### src/rtl/cd_seq_gen.sv
// Command-driven stimulus transmitter for the count-direction detector.
// Optional expected-flag model is compiled in with `define CD_SEQ_GEN_EXPECT_EN.
module cd_seq_gen #(
  parameter int WIDTH = 4,
  parameter int LEN_W = 4
) (
  input  logic             clk,
  input  logic             reset,
  input  logic             cmd_valid,
  output logic             cmd_ready,
  input  logic [1:0]       cmd_mode,
  input  logic [WIDTH-1:0] cmd_seed,
  input  logic [LEN_W-1:0] cmd_len,
  output logic [WIDTH-1:0] data,
  output logic             data_valid,
  output logic             done,
  output logic             exp_valid,
  output logic             exp_incr,
  output logic             exp_decr,
  output logic             exp_error,
  output logic             dbg_state
);

  // Handshake: a command transfers on a rising edge where cmd_valid && cmd_ready;
  // cmd_ready is high only in IDLE, and the initiator holds the command until then.
  typedef enum logic { IDLE = 1'b0, RUN = 1'b1 } state_t;

  localparam logic [1:0] MODE_INCR = 2'b00;
  localparam logic [1:0] MODE_DECR = 2'b01;
  localparam logic [1:0] MODE_JUMP = 2'b10;
  localparam logic [1:0] MODE_LOAD = 2'b11;

  state_t           state;
  logic [1:0]       mode;
  logic [LEN_W-1:0] cnt;
  logic [WIDTH-1:0] step_val;

  assign cmd_ready = reset && (state == IDLE);
  assign dbg_state = state;

  always_comb begin
    step_val = data;
    case (mode)
      MODE_INCR: step_val = data + WIDTH'(1);
      MODE_DECR: step_val = data - WIDTH'(1);
      MODE_JUMP: step_val = data + WIDTH'(2);
      default:   step_val = data;
    endcase
  end

  // cnt holds the number of step beats still to drive after the current one.
  always_ff @(posedge clk or negedge reset) begin
    if (!reset) begin
      state      <= IDLE;
      mode       <= MODE_INCR;
      cnt        <= '0;
      data       <= '0;
      data_valid <= 1'b0;
      done       <= 1'b0;
    end else begin
      case (state)
        IDLE: begin
          data_valid <= 1'b0;
          done       <= 1'b0;
          if (cmd_valid && cmd_ready) begin
            state      <= RUN;
            mode       <= cmd_mode;
            data       <= cmd_seed;
            data_valid <= 1'b1;
            if (cmd_mode == MODE_LOAD) begin
              cnt  <= '0;
              done <= 1'b1;
            end else begin
              cnt  <= cmd_len;
              done <= (cmd_len == '0);
            end
          end
        end
        RUN: begin
          if (cnt == '0) begin
            state      <= IDLE;
            data_valid <= 1'b0;
            done       <= 1'b0;
          end else begin
            data <= step_val;
            cnt  <= cnt - LEN_W'(1);
            done <= (cnt == LEN_W'(1));
          end
        end
        default: state <= IDLE;
      endcase
    end
  end

`ifdef CD_SEQ_GEN_EXPECT_EN
  logic [WIDTH-1:0] hist;
  logic             hist_ok;
  logic [WIDTH:0]   hist_w;
  logic [WIDTH:0]   data_w;
  logic             is_incr;
  logic             is_decr;

  // Direction compare is non-wrapping: 15 -> 0 is an error, not an increment.
  assign hist_w  = {1'b0, hist};
  assign data_w  = {1'b0, data};
  assign is_incr = (data_w == hist_w + (WIDTH+1)'(1));
  assign is_decr = (hist_w == data_w + (WIDTH+1)'(1));

  always_ff @(posedge clk or negedge reset) begin
    if (!reset) begin
      hist      <= '0;
      hist_ok   <= 1'b0;
      exp_valid <= 1'b0;
      exp_incr  <= 1'b0;
      exp_decr  <= 1'b0;
      exp_error <= 1'b0;
    end else if (data_valid) begin
      hist      <= data;
      hist_ok   <= 1'b1;
      exp_valid <= hist_ok;
      exp_incr  <= hist_ok && is_incr;
      exp_decr  <= hist_ok && is_decr;
      exp_error <= hist_ok && !is_incr && !is_decr;
    end else begin
      exp_valid <= 1'b0;
      exp_incr  <= 1'b0;
      exp_decr  <= 1'b0;
      exp_error <= 1'b0;
    end
  end
`else
  assign exp_valid = 1'b0;
  assign exp_incr  = 1'b0;
  assign exp_decr  = 1'b0;
  assign exp_error = 1'b0;
`endif

endmodule

### config.mk
export PLATFORM = sky130hd
export DESIGN_NAME = cd_seq_gen
export DESIGN_NICKNAME = d
export VERILOG_FILES = /design/src/rtl/cd_seq_gen.sv
export SDC_FILE = /design/constraint.sdc
export NUM_CORES = 1
export LEC_CHECK = 0
export BUFFER_PORTS_ARGS = -buffer_cell sky130_fd_sc_hd__buf_2
export CAP_MARGIN = 10
export CELL_PAD_IN_SITES_DETAIL_PLACEMENT = 1
export CELL_PAD_IN_SITES_GLOBAL_PLACEMENT = 2
export CORE_ASPECT_RATIO = 1.2
export CORE_MARGIN = 1
export CORE_UTILIZATION = 33
export DETAILED_ROUTE_END_ITERATION = 10
export GPL_ROUTABILITY_DRIVEN = 0
export PLACE_DENSITY = 0.89
export SLEW_MARGIN = 20
export SYNTH_ARGS = -nofsm -noshare
export SYNTH_HDL_FRONTEND = slang
export SYNTH_SLANG_ARGS = --single-unit
### constraint.sdc
create_clock -name clk -period 5.76 [get_ports clk]
set_input_delay 1.728 -clock clk [delete_from_list [all_inputs] [get_ports clk]]
set_output_delay 1.728 -clock clk [all_outputs]
set_load 0.01 [all_outputs]
### After elaboration in Yosys (flattened, before gate mapping)

Index checks and enable logic that the tools add are counted.

* register bits: 13
* input bits: 13
* output and inout port bits: 12
* word-level logic and storage cells: 44

* $add $sub $neg: 4
* equality and inequality tests: 8
* multiplexer cells: 17
* bitwise logic cells: 1
* reduce and logical (&&, ||, !) cells: 8

Operators by type and width (count)
* 2-to-1 mux 4 bit: 5
* case mux 4 bit (2 select lines): 2
* case mux 4 bit (3 select lines): 1
* zero test 4 bit: 2
* subtractor 4 x 1 -> 4 bit (second input constant): 2
* 2-to-1 mux 1 bit: 6
* case mux 1 bit (2 select lines): 3
* adder 4 x 1 -> 4 bit (second input constant): 1
* adder 4 x 2 -> 4 bit (second input constant): 1
* == test 2 bit (second input constant): 2
* == test 4 x 1 -> 1 bit (second input constant): 1
* inequality test 2 x 1 -> 1 bit (second input constant): 2
* inequality test 4 x 1 -> 1 bit (second input constant): 1
* AND reduction 2 bit: 2
* AND reduction 3 bit: 1
* == test 2 x 1 -> 1 bit (second input constant): 1
* logical AND 1 bit: 2
* zero test 2 bit: 1
* inequality test 2 bit (second input constant): 1
* inverter 1 bit: 1

### Longest topological paths before layout

Gate-level depths: netlist of the first run.

* depth in word-level cells: 5
* gate-level depth with buffers: 9
* gate-level depth less buffers: 9

### Least setup slack after synthesis of the first run

Ideal clock, no wire load.

* path type: input-to-output
* start: input port reset
* end: output port cmd_ready
* arrival time: 1.957 ns
* required time: 4.032 ns
* slack: 2.075 ns
* stages: 1
* buffers on the path: 0
* cell sequence: nor2b_1

* longest elaborated chain between the ends: 1

Ends and longest elaborated chain
* start: declaration: line 8 `input logic reset,`
* logical AND 1 bit: line 38 `assign cmd_ready = reset && (state == IDLE);`
* end: declaration: line 10 `output logic cmd_ready,`

Every way passes these cells.

### Final worst setup path of the first run

Ends and elaborated chain as after synthesis.

==> flow_metrics.env, run 1 <==
export IMPL_status="complete, no violations"
export IMPL_hold_path_class="flop to flop"
export IMPL_place_inst=151
export IMPL_timing_fmax_ghz=0.243
export IMPL_routed_wirelength_mm=2.18
export IMPL_syn_area_um2=960
export IMPL_regArea_um2=325
export IMPL_drt_met1_wl_um=955
export IMPL_fill_cells=338
export IMPL_synth_cell_types=35
export IMPL_fin_ws_ns=1.65
export IMPL_synth_top_area_share=0.339
export IMPL_n_antenna_cell=0
export IMPL_synthArstFlopShare=1.00
export IMPL_dr_pass1_iters=4
export IMPL_worst_slew_pin_slew_ns=0.627
export IMPL_avgViaCountPerCell=5.23
export IMPL_syn_inst=103
export IMPL_fin_crit_sh=0.714
export IMPL_critPathKind="input pin to output pin"
export IMPL_setup_viol=0
export IMPL_yosys_top_cells_count="dfrtp_1, a21oi_1, ha_1"
export IMPL_syn_to_final_growth_pct=11.3
export IMPL_wl_met3_um=46
export IMPL_yosysSeqAreaShare=0.339
export IMPL_ctsResizeCount=0
export IMPL_grt_first_pass_wirelength_mm=3.46
export IMPL_clockBufferDepth=2
export IMPL_yosysTopAreaCell="dfrtp_1"
export IMPL_die_area_um2=3130
export IMPL_finalNonFillerCells=155
export IMPL_route_met2_wl_mm=1.14
export IMPL_core_um2=2790
export IMPL_antenna_found_initial=0
export IMPL_drt_iter0_drc=8
export IMPL_drive_above_1_share=0.240
export IMPL_worstRegToRegCells=7
export IMPL_die_w_um=51.2
export IMPL_hold_slack_ns=0.508
export IMPL_clkLatencyLatePin_ns=0.28
export IMPL_ctsHtreeMaxLevel=1
export IMPL_grt_pass1_vias=768
export IMPL_nNetsFinal=144
export IMPL_fin_worst_skew_ns=0.00789
export IMPL_power_frac_clock=0.088
export IMPL_maxSlewViolCount=0
export IMPL_hpwlAfterDp_mm=1.73
export IMPL_grt_total_usage=0.152
export IMPL_synth_edff_count=0
export IMPL_die_y_um=61.1
export IMPL_critPathArrivalTime_ns=2.38
export IMPL_portBuffers=20
export IMPL_worstPathRequired_ns=4.03
export IMPL_fin_tns_setup_ns=0
export IMPL_dpl_worst_slack_ns=1.63
export IMPL_vias=811
export IMPL_p_leak_nw=0.502
export IMPL_combPwrFrac=0.595
export IMPL_yosys_warnings=0
export IMPL_antenna_left=0
export IMPL_wire_per_inst_um=14.1
export IMPL_rows=21
export IMPL_grt_max_degree=20
export IMPL_worst_setup_path_end_kind="output pin"
export IMPL_path_clk_slew_ns=0.07
export IMPL_synthTopCellsByArea="dfrtp_1, ha_1, a21oi_1"
export IMPL_slew_headroom=0.582
export IMPL_cts_setup_buffers=0
export IMPL_synth_most_common_cell="dfrtp_1"
export IMPL_hold_violations=0
export IMPL_top_layer_used="met4"
export IMPL_io_pins=25
export IMPL_pwr_share_seq=0.317
export IMPL_grt_setup_unrepaired="no"
export IMPL_sw_frac_of_total=0.460
export IMPL_path_max_fanout=15
export IMPL_max_cap_violations=0
export IMPL_multiInputGateArea_um2=552
export IMPL_p_per_area_nw_per_um2=607
export IMPL_finalCriticalPeriod_ns=4.11
export IMPL_avgSynthCellArea_um2=9.32
export IMPL_min_path_cells=2
export IMPL_cts_sinks=13
export IMPL_cts_made_buffers=3
export IMPL_cts_tree="built"
export IMPL_switching_power_uw=298
export IMPL_drc=0
export IMPL_ys_dominant_reg_cell="dfrtp_1"
export IMPL_ys_ff_latch=13
export IMPL_ir_worst_vdd_v=0.000282
export IMPL_p_int_uw=351
export IMPL_clock_root_buffer="clkbuf_4"
export IMPL_start_util=0.345
export IMPL_start_kind="input pin"
export IMPL_cts_hold_buf=0
export IMPL_grt_remaining_overflow=0
power groups by stage:
| stage | clock network, mW | logic (mW) | registers, mW |
|---|---|---|---|
| floorplan | 0 | 0.327 | 0.186 |
| global placement | 0 | 0.371 | 0.203 |
| detailed placement | 0 | 0.395 | 0.208 |
| CTS | 0.0583 | 0.396 | 0.206 |
| global route | 0.0634 | 0.445 | 0.216 |
| finish | 0.0570 | 0.386 | 0.206 |
critical path, stage by stage:
cell,delay (ns)
buf_2,0.29
nor2b_1,0.20
buf_2,0.15
state kept, by name (all words and copies together), names as in the netlist:
register    count
cnt             4
data            4
done            1
mode            2
dbg_state       1
data_valid      1
cell type report:
class / count / area share
clock buffer: 4 / 0.0246
sequential: 13 / 0.304
multi-input combinational: 78 / 0.516
timing repair buffer: 20 / 0.0937
tap: 34 / 0.0398
inverter: 6 / 0.0211
metrics by stage:
stage | utilization | power (mW) | cell area (um^2)
floorplan | - | 0.513 | 971
global placement | 0.374 | 0.574 | 1040
detailed placement | 0.374 | 0.602 | 1040
CTS | 0.384 | 0.660 | 1070
global route | 0.384 | 0.724 | 1070
finish | 0.384 | 0.649 | 1070
layout by cell type, fill, tap and decap left out, types with 2 or more instances in the layout:
master / netlist / layout
nor2b_1: 2 / 2
mux2_2: 3 / 3
nor2_1: 8 / 8
nand4b_1: 2 / 2
a21oi_1: 10 / 10
o22ai_1: 2 / 2
o211ai_1: 2 / 2
mux2i_1: 3 / 3
inv_1: 6 / 6
ha_1: 9 / 9
dfrtp_1: 13 / 13
clkbuf_4: 0 / 3
nand2_1: 5 / 5
a221oi_1: 2 / 2
xor2_1: 2 / 2
conb_1: 1 / 4
nand2b_1: 4 / 4
buf_2: 0 / 20
nand3_1: 2 / 2
o21ai_0: 4 / 4
cell families (layout without fill, tap and decap cells):
kind of cell | after synthesis | count (layout) | synth area share
buffers and inverters | 15 | 30 | 0.0978
other | 1 | 4 | 0.00391
XOR/XNOR | 3 | 3 | 0.0274
AO/OA/AOI/OAI | 27 | 27 | 0.185
multiplexers | 6 | 6 | 0.0665
adder cells (fa/ha/maj) | 9 | 9 | 0.117
flip-flops | 13 | 13 | 0.339
AND/OR/NAND/NOR | 29 | 29 | 0.163
routing by layer:
metal	track usage	vias to the layer above
met5	0	-
met4	0.0695	0
met3	0.0148	5
met2	0.280	14
met1	0.179	394
li1	-	398
final timing paths:
path	start	slack (ns)	to
setup / recovery	reset	1.65	cmd_ready
hold / removal	data_valid$_DFFE_PN0P_	0.51	data_valid$_DFFE_PN0P_
setup reg to reg	cnt[0]$_DFFE_PN0P_	3.44	cnt[2]$_DFFE_PN0P_
hold reg to reg	data_valid$_DFFE_PN0P_	0.51	data_valid$_DFFE_PN0P_
max in group asynchronous	reset	4.17	mode[0]$_DFFE_PN0P_
min in group asynchronous	reset	1.33	cnt[2]$_DFFE_PN0P_
(Power assumes the default switching activity.)
==> run 2, diff against run 1 <==
--- a/config.mk
+++ b/config.mk
@@ -11,10 +11,10 @@
 export CELL_PAD_IN_SITES_GLOBAL_PLACEMENT = 2
 export CORE_ASPECT_RATIO = 1.2
 export CORE_MARGIN = 1
-export CORE_UTILIZATION = 33
+export CORE_UTILIZATION = 28
 export DETAILED_ROUTE_END_ITERATION = 10
 export GPL_ROUTABILITY_DRIVEN = 0
-export PLACE_DENSITY = 0.89
+export PLACE_DENSITY = 0.81
 export SLEW_MARGIN = 20
 export SYNTH_ARGS = -nofsm -noshare
 export SYNTH_HDL_FRONTEND = slang
==> constraint.sdc (replaced) <==
create_clock -name clk -period 3.7 [get_ports clk]
set_input_delay 1.11 -clock clk [delete_from_list [all_inputs] [get_ports clk]]
set_output_delay 1.11 -clock clk [all_outputs]
set_load 0.01 [all_outputs]
==> run 2 against run 1 <==
Net effect:
- clock power rose by 48%
- clock-buffer cell count stayed put
- wire length grew 2.7%
- combinational power increased by 55%
- critical path depth is the same
- setup slack got worse by 0.86 ns
- largest power group unchanged
- highest routed layer is now met3
==> flow_metrics.env, run 2 (synthesis results as in run 1) <==
export IMPL_cts_setup_buffers=0
export IMPL_fill_cells=381
export IMPL_switching_power_uw=463
export IMPL_hold_violations=0
export IMPL_syn_to_final_growth_pct=11.6
export IMPL_io_pins=25
export IMPL_finalCriticalPeriod_ns=2.91
export IMPL_critPathArrivalTime_ns=1.80
export IMPL_grt_first_pass_wirelength_mm=3.83
export IMPL_drt_iter0_drc=10
export IMPL_setup_viol=0
export IMPL_start_util=0.303
export IMPL_max_cap_violations=0
export IMPL_cts_tree="built"
export IMPL_antenna_found_initial=0
export IMPL_critPathKind="input pin to output pin"
export IMPL_fin_ws_ns=0.794
export IMPL_clock_root_buffer="clkbuf_4"
export IMPL_ctsHtreeMaxLevel=1
export IMPL_p_int_uw=545
export IMPL_cpMostUsedCell="buf_2"
export IMPL_reg_largest_list="cnt (4), data (4), mode (2)"
export IMPL_vias=799
export IMPL_hold_slack_ns=0.507
export IMPL_worst_setup_path_end_kind="output pin"
export IMPL_fin_worst_skew_ns=0.00241
export IMPL_pwr_share_seq=0.322
export IMPL_nNetsFinal=144
export IMPL_rows=22
export IMPL_wire_per_inst_um=14.2
export IMPL_grt_pass1_vias=880
export IMPL_grt_remaining_overflow=0
export IMPL_die_area_um2=3670
export IMPL_hpwlAfterDp_mm=1.77
export IMPL_place_inst=153
export IMPL_start_kind="input pin"
export IMPL_combPwrFrac=0.595
export IMPL_core_um2=3170
export IMPL_p_per_area_nw_per_um2=941
export IMPL_crit_slowest_cell="buf_2"
export IMPL_fin_tns_setup_ns=0
export IMPL_worst_slew_pin_slew_ns=0.657
export IMPL_cts_hold_buf=0
export IMPL_ir_worst_vdd_v=0.000485
export IMPL_antenna_left=0
export IMPL_avgViaCountPerCell=5.09
export IMPL_fin_crit_sh=0.786
export IMPL_hold_path_class="flop to flop"
export IMPL_p_leak_nw=0.502
export IMPL_dpl_worst_slack_ns=0.738
export IMPL_layout_commonest_cell="buf_2"
export IMPL_path_max_fanout=15
export IMPL_slew_headroom=0.562
export IMPL_sw_frac_of_total=0.459
export IMPL_cts_made_buffers=3
export IMPL_timing_fmax_ghz=0.344
export IMPL_grt_total_usage=0.131
export IMPL_power_frac_clock=0.084
export IMPL_slowest_delay_ns=0.29
export IMPL_status="complete, no violations"
export IMPL_mostFrequentLayoutCells="buf_2, dfrtp_1, a21oi_1, ha_1, nor2_1"
export IMPL_cts_sinks=13
export IMPL_path_clk_slew_ns=0.07
export IMPL_dr_pass1_iters=2
export IMPL_routed_wirelength_mm=2.24
export IMPL_portBuffers=20
export IMPL_cp_cell_sequence="buf_2, nor2b_1, buf_2"
export IMPL_clockBufferDepth=2
export IMPL_drive_above_1_share=0.240
export IMPL_clkLatencyLatePin_ns=0.26
export IMPL_n_antenna_cell=0
export IMPL_die_y_um=66.1
export IMPL_die_w_um=55.4
export IMPL_drc=0
export IMPL_ctsResizeCount=0
export IMPL_finalNonFillerCells=157
export IMPL_grt_max_degree=20
export IMPL_worstPathRequired_ns=2.59
export IMPL_maxSlewViolCount=0
export IMPL_grt_setup_unrepaired="no"
## run 2: final timing paths
| check | startpoint | end | slack (ns) | cells past startpoint |
|---|---|---|---|---|
| worst max register to register | cnt[0]$_DFFE_PN0P_ | data[1]$_DFFE_PN0P_ | 1.35 | 7 |
| worst min register to register | data_valid$_DFFE_PN0P_ | data_valid$_DFFE_PN0P_ | 0.51 | 2 |
| worst max-delay path | reset | cmd_ready | 0.79 | 3 |
| max in group asynchronous | reset | mode[1]$_DFFE_PN0P_ | 2.73 | 1 |
| min in group asynchronous | reset | dbg_state$_DFF_PN0_ | 0.73 | 1 |
| worst min-delay path | data_valid$_DFFE_PN0P_ | data_valid$_DFFE_PN0P_ | 0.51 | 2 |
## run 2: per-layer routing
metal  track usage  vias up  share of wire
met4        0.0250        0              0
met2         0.245       16           0.52
li1              -      396              -
met1         0.157      387           0.45
met3        0.0215        0          0.035
met5             0        -              0
## run 2: critical path: cells and delay by family
kind | cells | cell delay (ns)
buffers and inverters | 2 | 0.46
AND/OR/NAND/NOR | 1 | 0.23
## run 2: cell type report
class	count	area (um^2)	area share
Clock buffer	4	26.3	0.0245
Inverter	6	22.5	0.0210
Multi-Input combinational cell	78	552	0.515
Tap cell	36	45.0	0.0421
Sequential cell	13	325	0.304
Timing Repair Buffer	20	100	0.0935
## run 2: stage by stage
step | power [mW] | cell area, um^2 | utilization
global route | 1.13 | 1070 | 0.338
floorplan | 0.798 | 971 | -
detailed placement | 0.938 | 1040 | 0.330
CTS | 1.03 | 1070 | 0.338
finish | 1.01 | 1070 | 0.338
global placement | 0.900 | 1040 | 0.330
## run 2: power groups by stage
stage | clock network (mW) | logic (mW) | registers, mW
floorplan | 0 | 0.509 | 0.289
global placement | 0 | 0.581 | 0.319
detailed placement | 0 | 0.611 | 0.327
CTS | 0.0894 | 0.614 | 0.323
global route | 0.0961 | 0.694 | 0.338
finish | 0.0845 | 0.599 | 0.324
